--- src/rtl/pulp_cluster_package.sv ---
// Shared types and default sizing for the cluster bus regulator.
package pulp_cluster_package;

  typedef enum logic [1:0] {
    BYPASS    = 2'd0,
    RUN       = 2'd1,
    EXHAUSTED = 2'd2
  } bus_reg_state_e;

  localparam int unsigned BUS_REG_MAX_OUTST = 8;
  localparam int unsigned BUS_REG_PERIOD_W  = 16;
  localparam int unsigned BUS_REG_CREDIT_W  = 8;

endpackage

--- src/rtl/cluster_bus_reg_budget.sv ---
// Regulation period counter and per-period AX handshake budget.
module cluster_bus_reg_budget
  import pulp_cluster_package::*;
#(
  parameter int unsigned PERIOD_W = BUS_REG_PERIOD_W,
  parameter int unsigned CREDIT_W = BUS_REG_CREDIT_W
) (
  input  logic                clk_i,
  input  logic                rst_ni,
  input  logic                hold_i,
  input  logic [PERIOD_W-1:0] period_i,
  input  logic [CREDIT_W-1:0] budget_i,
  input  logic [1:0]          acc_i,
  output logic [CREDIT_W-1:0] budget_o,
  output logic [CREDIT_W-1:0] budget_nxt_o
);

  logic [PERIOD_W-1:0] cnt_q, cnt_d, reload;
  logic [CREDIT_W-1:0] budget_q, budget_d;

  function automatic logic [CREDIT_W-1:0] sat_sub(input logic [CREDIT_W-1:0] a,
                                                   input logic [1:0]          b);
    logic [CREDIT_W:0] wide;
    wide = {1'b0, a} - (CREDIT_W+1)'(b);
    return wide[CREDIT_W] ? '0 : wide[CREDIT_W-1:0];
  endfunction

  // A zero period behaves as a one-cycle period.
  assign reload = (period_i == '0) ? '0 : period_i - PERIOD_W'(1);

  always_comb begin
    cnt_d    = cnt_q;
    budget_d = budget_q;
    if (hold_i) begin
      cnt_d    = reload;
      budget_d = budget_i;
    end else if (cnt_q == '0) begin
      cnt_d    = reload;
      budget_d = sat_sub(budget_i, acc_i);
    end else begin
      cnt_d    = cnt_q - PERIOD_W'(1);
      budget_d = sat_sub(budget_q, acc_i);
    end
  end

  always_ff @(posedge clk_i or negedge rst_ni) begin
    if (!rst_ni) begin
      cnt_q    <= '0;
      budget_q <= '0;
    end else begin
      cnt_q    <= cnt_d;
      budget_q <= budget_d;
    end
  end

  assign budget_o     = budget_q;
  assign budget_nxt_o = budget_d;

endmodule

--- src/rtl/cluster_bus_regulator.sv ---
// AW/AR bandwidth and outstanding-transaction regulator in front of the cluster crossbar.
// Define CLUSTER_BUS_REGULATOR_STATS_EN to add the saturating stall counter port stall_cnt_o.
module cluster_bus_regulator
  import pulp_cluster_package::*;
#(
  parameter int unsigned MAX_OUTST = BUS_REG_MAX_OUTST,
  parameter int unsigned PERIOD_W  = BUS_REG_PERIOD_W,
  parameter int unsigned CREDIT_W  = BUS_REG_CREDIT_W
) (
  input  logic                           clk_i,
  input  logic                           rst_ni,
  input  logic                           en_i,
  input  logic [PERIOD_W-1:0]            period_i,
  input  logic [CREDIT_W-1:0]            budget_i,
  input  logic [$clog2(MAX_OUTST+1)-1:0] max_outst_i,
  input  logic                           slv_aw_valid_i,
  output logic                           slv_aw_ready_o,
  input  logic                           slv_ar_valid_i,
  output logic                           slv_ar_ready_o,
  output logic                           mst_aw_valid_o,
  input  logic                           mst_aw_ready_i,
  output logic                           mst_ar_valid_o,
  input  logic                           mst_ar_ready_i,
  input  logic                           b_done_i,
  input  logic                           r_last_done_i,
  output logic [$clog2(MAX_OUTST+1)-1:0] outst_o,
  output logic                           err_o
`ifdef CLUSTER_BUS_REGULATOR_STATS_EN
  ,
  output logic [31:0]                    stall_cnt_o
`endif
);

  localparam int unsigned   OW      = $clog2(MAX_OUTST+1);
  localparam logic [OW-1:0] MAX_CNT = OW'(MAX_OUTST);

  bus_reg_state_e      state_q, state_d;
  logic [OW-1:0]       outst_q, outst_d, limit, slots;
  logic [OW+1:0]       up_sum;
  logic                err_q, uflow;
  logic                rr_ar_q, contend;
  logic                grant_aw, grant_ar, aw_hs, ar_hs;
  logic                cap_one, cap_two;
  logic [1:0]          acc, comp;
  logic [CREDIT_W-1:0] budget, budget_nxt;

  function automatic logic [OW-1:0] clamp_outst(input logic [OW+1:0] v);
    return (v > (OW+2)'(MAX_OUTST)) ? MAX_CNT : v[OW-1:0];
  endfunction

  assign limit   = (max_outst_i > MAX_CNT) ? MAX_CNT : max_outst_i;
  assign slots   = (outst_q < limit) ? limit - outst_q : '0;
  assign cap_one = (slots != '0) && (budget != '0);
  assign cap_two = (slots > OW'(1)) && (budget > CREDIT_W'(1));

  // Grants are held low while reset is asserted, regardless of state.
  always_comb begin
    grant_aw = 1'b0;
    grant_ar = 1'b0;
    contend  = 1'b0;
    if (rst_ni) begin
      if (state_q == BYPASS) begin
        grant_aw = 1'b1;
        grant_ar = 1'b1;
      end else if (state_q == RUN && cap_one) begin
        if (slv_aw_valid_i && slv_ar_valid_i && !cap_two) begin
          contend  = 1'b1;
          grant_aw = !rr_ar_q;
          grant_ar = rr_ar_q;
        end else begin
          grant_aw = 1'b1;
          grant_ar = 1'b1;
        end
      end
    end
  end

  assign mst_aw_valid_o = slv_aw_valid_i & grant_aw;
  assign mst_ar_valid_o = slv_ar_valid_i & grant_ar;
  assign slv_aw_ready_o = mst_aw_ready_i & grant_aw;
  assign slv_ar_ready_o = mst_ar_ready_i & grant_ar;

  assign aw_hs = mst_aw_valid_o & mst_aw_ready_i;
  assign ar_hs = mst_ar_valid_o & mst_ar_ready_i;
  assign acc   = {1'b0, aw_hs} + {1'b0, ar_hs};
  assign comp  = {1'b0, b_done_i} + {1'b0, r_last_done_i};

  // Completions beyond what is outstanding pin the count at zero and flag an error.
  assign up_sum  = (OW+2)'(outst_q) + (OW+2)'(acc);
  assign uflow   = up_sum < (OW+2)'(comp);
  assign outst_d = uflow ? '0 : clamp_outst(up_sum - (OW+2)'(comp));

  cluster_bus_reg_budget #(
    .PERIOD_W (PERIOD_W),
    .CREDIT_W (CREDIT_W)
  ) i_budget (
    .clk_i        (clk_i),
    .rst_ni       (rst_ni),
    .hold_i       (state_q == BYPASS),
    .period_i     (period_i),
    .budget_i     (budget_i),
    .acc_i        (acc),
    .budget_o     (budget),
    .budget_nxt_o (budget_nxt)
  );

  always_comb begin
    state_d = state_q;
    if (!en_i) begin
      state_d = BYPASS;
    end else begin
      case (state_q)
        BYPASS:    state_d = RUN;
        RUN:       if (budget_nxt == '0) state_d = EXHAUSTED;
        EXHAUSTED: if (budget_nxt != '0) state_d = RUN;
        default:   state_d = BYPASS;
      endcase
    end
  end

  always_ff @(posedge clk_i or negedge rst_ni) begin
    if (!rst_ni) begin
      state_q <= BYPASS;
      outst_q <= '0;
      err_q   <= 1'b0;
      rr_ar_q <= 1'b0;
    end else begin
      state_q <= state_d;
      outst_q <= outst_d;
      err_q   <= err_q | uflow;
      if (contend && aw_hs)      rr_ar_q <= 1'b1;
      else if (contend && ar_hs) rr_ar_q <= 1'b0;
    end
  end

  assign outst_o = outst_q;
  assign err_o   = err_q;

`ifdef CLUSTER_BUS_REGULATOR_STATS_EN
  logic [31:0] stall_q;
  logic        stall;

  assign stall = (slv_aw_valid_i & !grant_aw) | (slv_ar_valid_i & !grant_ar);

  always_ff @(posedge clk_i or negedge rst_ni) begin
    if (!rst_ni)                      stall_q <= '0;
    else if (stall && stall_q != '1)  stall_q <= stall_q + 32'd1;
  end

  assign stall_cnt_o = stall_q;
`endif

endmodule
--- config.mk ---
export PLATFORM = sky130hd
export DESIGN_NAME = cluster_bus_regulator
export DESIGN_NICKNAME = d
export VERILOG_FILES = /design/src/rtl/pulp_cluster_package.sv /design/src/rtl/cluster_bus_reg_budget.sv /design/src/rtl/cluster_bus_regulator.sv
export SDC_FILE = /design/constraint.sdc
export NUM_CORES = 1
export LEC_CHECK = 0
export ABC_AREA = 1
export BUFFER_PORTS_ARGS = -buffer_cell sky130_fd_sc_hd__buf_2
export CAP_MARGIN = 25
export CORE_MARGIN = 5
export CORE_UTILIZATION = 45
export DETAILED_ROUTE_END_ITERATION = 6
export PLACE_DENSITY = 0.65
export SYNTH_ARGS = -nofsm -noshare
export SYNTH_HDL_FRONTEND = slang
export SYNTH_SLANG_ARGS = --single-unit
--- constraint.sdc ---
create_clock -name clk_i -period 12 [get_ports clk_i]
set_input_delay 1.8 -clock clk_i [delete_from_list [all_inputs] [get_ports clk_i]]
set_output_delay 1.8 -clock clk_i [all_outputs]
set_load 0.02 [all_outputs]
==> flow_summary.ini <==
[drt]
drtIter0Drc = 66
wl_per_cell_um = 10.9
dr.pass1.iters = 5
ant_nets = 0
viasPerCell = 4.74
wl_mm = 6.38
dr_total_vias = 2767
drc_errors = 0

[place]
portBuffers = 45
hpwl_mm = 5.38
placed_cell_area_sq_um = 3560
gp_congestion = 0.902
place_ws_ps = 6050

[die]
die_w_um = 94.7
ioPinCount = 46
dieArea_sq_um = 8960
initial_utilization_pct = 47.0
core-area_sq_um = 6870
die_h_um = 94.7
rows = 30

[worst_setup_path]
critPathSlowestCell = fa_1
start_kind = input pin
end_kind = flip-flop
max_stage_delay_ps = 470
critPathMaxFanout = 5
crit_type = input pin to flip-flop
worstPathArrival_ps = 5850
cp.required_ps = 12210

[global_route]
grtUsageTotal_pct = 16.0
grt_pass1_vias = 2773
grt_max_degree = 35
antenna_found_initial = 0
gr-total-overflow = 0
grt_pass1_wl_mm = 11.7

[cts]
cts_root_buf = clkbuf_8
post-cts-setup-buffers = 0
cts_resized = 0
cts_tree = built
cts_made_buffers = 5
worstSkewPairLatency_ps = 290
cts_buffer_depth = 2
hold_buffers = 0
cts_max_level = 2
clk_pin_slew_worst_paths_ps = 70
clock-sinks = 32

[layout]
final_cell_mix = 90 x nand2_1, 68 x inv_1, 46 x nor2_1
final_area_sq_um = 3670
insertedDiodeCount = 0
n_fill_cell = 686
final_common_cell = nand2_1
drive_gt1_share_pct = 24.2
area_growth_pct = 13.6
layout.nets = 547

[sta]
report.final.slew_viol_count = 0
rsz0062_at_grt = no
hold_ws_ps = 466
worst_pin_slew_ps = 723
relSlewSlack_pct = 51.8
final-setup-viol-count = 0
post-route-period-util_pct = 47.0
tns_ps = 0
period_minus_slack_ps = 5640
finClkSkew_ps = 3.69
worst_slack_ps = 6360
max_freq_ghz = 0.177
hold_viol_final = 0

[logic_synthesis]
yosysSeqAreaShare_pct = 24.8
synth_top_area_share_pct = 24.8
synth_cells = 437
syn-num-nets = 497
avgSynthCellArea_sq_um = 7.38
synth_flop_cell = dfrtp_1
ys_top_cells_by_area = dfrtp_1 25%, nand2_1 10%, inv_1 7.9%
synth-edff-count = 0
yosys_warnings = 0
synth.distinct_cells = 43
synth_top_cell_by_area = dfrtp_1
syn-cell-area_sq_um = 3230
ys_seq_elements = 32
async_reset_ff_share_pct = 100

[run]
max_cap_viol_count = 0

[run_status]
outcome = finished, final reports clean

[min_path]
hp-class = flip-flop to flip-flop

[pwr]
vdd_drop_max_uv = 46.0
leakage_nw = 1.89
p_per_area_nw_per_um2 = 141
## worst max-delay path, delay by kind of cell
kind | cells | cell delay, ps
xor gates and xnor gates | 1 | 180
AOI/OAI and AO/OA | 2 | 390
adders and majority gates | 6 | 2130
buffers and inverters | 5 | 400
and+or+nand+nor | 12 | 970
## synth_stat cells, types with 4 or more instances
cell     count
xor2_1      25
nor2_4       8
nor2_2       6
xnor2_1      8
nand3_1     45
o22ai_2      6
inv_1       68
o21ai_2      6
dfrtp_1     32
nor2_1      46
fa_1         5
nand4_1      7
nand2_2      7
nand3_2      4
o21ai_0      5
ha_1        18
inv_2        9
nand2_1     90
a21oi_1      6
## report_power, final
group | switching [W] | internal, W
Clock | 0.0000418 | 0.0000614
Combinational | 0.000159 | 0.000100
Sequential | 0.0000216 | 0.000132
Total | 0.000222 | 0.000293
## area by class of cell
cell class | instances | area [sq um] | share of cell area (%)
well taps | 96 | 120 | 3.28
clock buffers | 5 | 68.8 | 1.88
multi-input cells | 325 | 2110 | 57.6
inverters | 78 | 298 | 8.12
repair buffers | 45 | 225 | 6.14
flip-flops and latches | 32 | 801 | 21.8
clock inverters | 3 | 42.5 | 1.16
## registers in the layout, summed over array words and instances (netlist names)
register and cells:
outst_o 4, err_o 1, i_budget.cnt_q 16, state_q 2
i_budget.budget_o 8, rr_ar_q 1
## through the flow
step | cells | utilization (%) | power [W]
floorplan | 437 | - | 0.000358
global placement | 576 | 51.8 | 0.000411
detailed placement | 576 | 51.8 | 0.000415
CTS | 584 | 53.4 | 0.000521
global route | 584 | 53.4 | 0.000566
finish | 584 | 53.4 | 0.000515
## routing by layer
layer	wire length [um]	track usage [%]	vias up
met5	0	0	-
met1	2880	19.7	1208
met2	3100	28.1	59
met3	282	2.79	11
met4	119	5.41	0
li1	-	-	1489
## kinds of logic (layout without fill, tap and decap cells)
family | after synthesis | in the layout | share of synthesized area, %
flops | 32 | 32 | 24.8
simple gates | 235 | 235 | 37.8
xor+xnor | 33 | 33 | 8.96
compound gates | 34 | 34 | 8.57
fa+ha+maj | 23 | 23 | 10.1
buf+inv | 80 | 131 | 9.73
## final timing paths
check,start,to,slack (ps),cells after the start
setup / recovery,max_outst_i[3],outst_o[0]$_DFF_PN0_,6360,26
hold / removal,err_o$_DFF_PN0_,err_o$_DFF_PN0_,470,2
setup reg to reg,outst_o[0]$_DFF_PN0_,outst_o[0]$_DFF_PN0_,7620,23
hold reg to reg,err_o$_DFF_PN0_,err_o$_DFF_PN0_,470,2
max in group asynchronous,rst_ni,i_budget.cnt_q[11]$_DFF_PN0_,9970,1
min in group asynchronous,rst_ni,i_budget.budget_o[5]$_DFF_PN0_,1570,1
(Power assumes the default switching activity.)
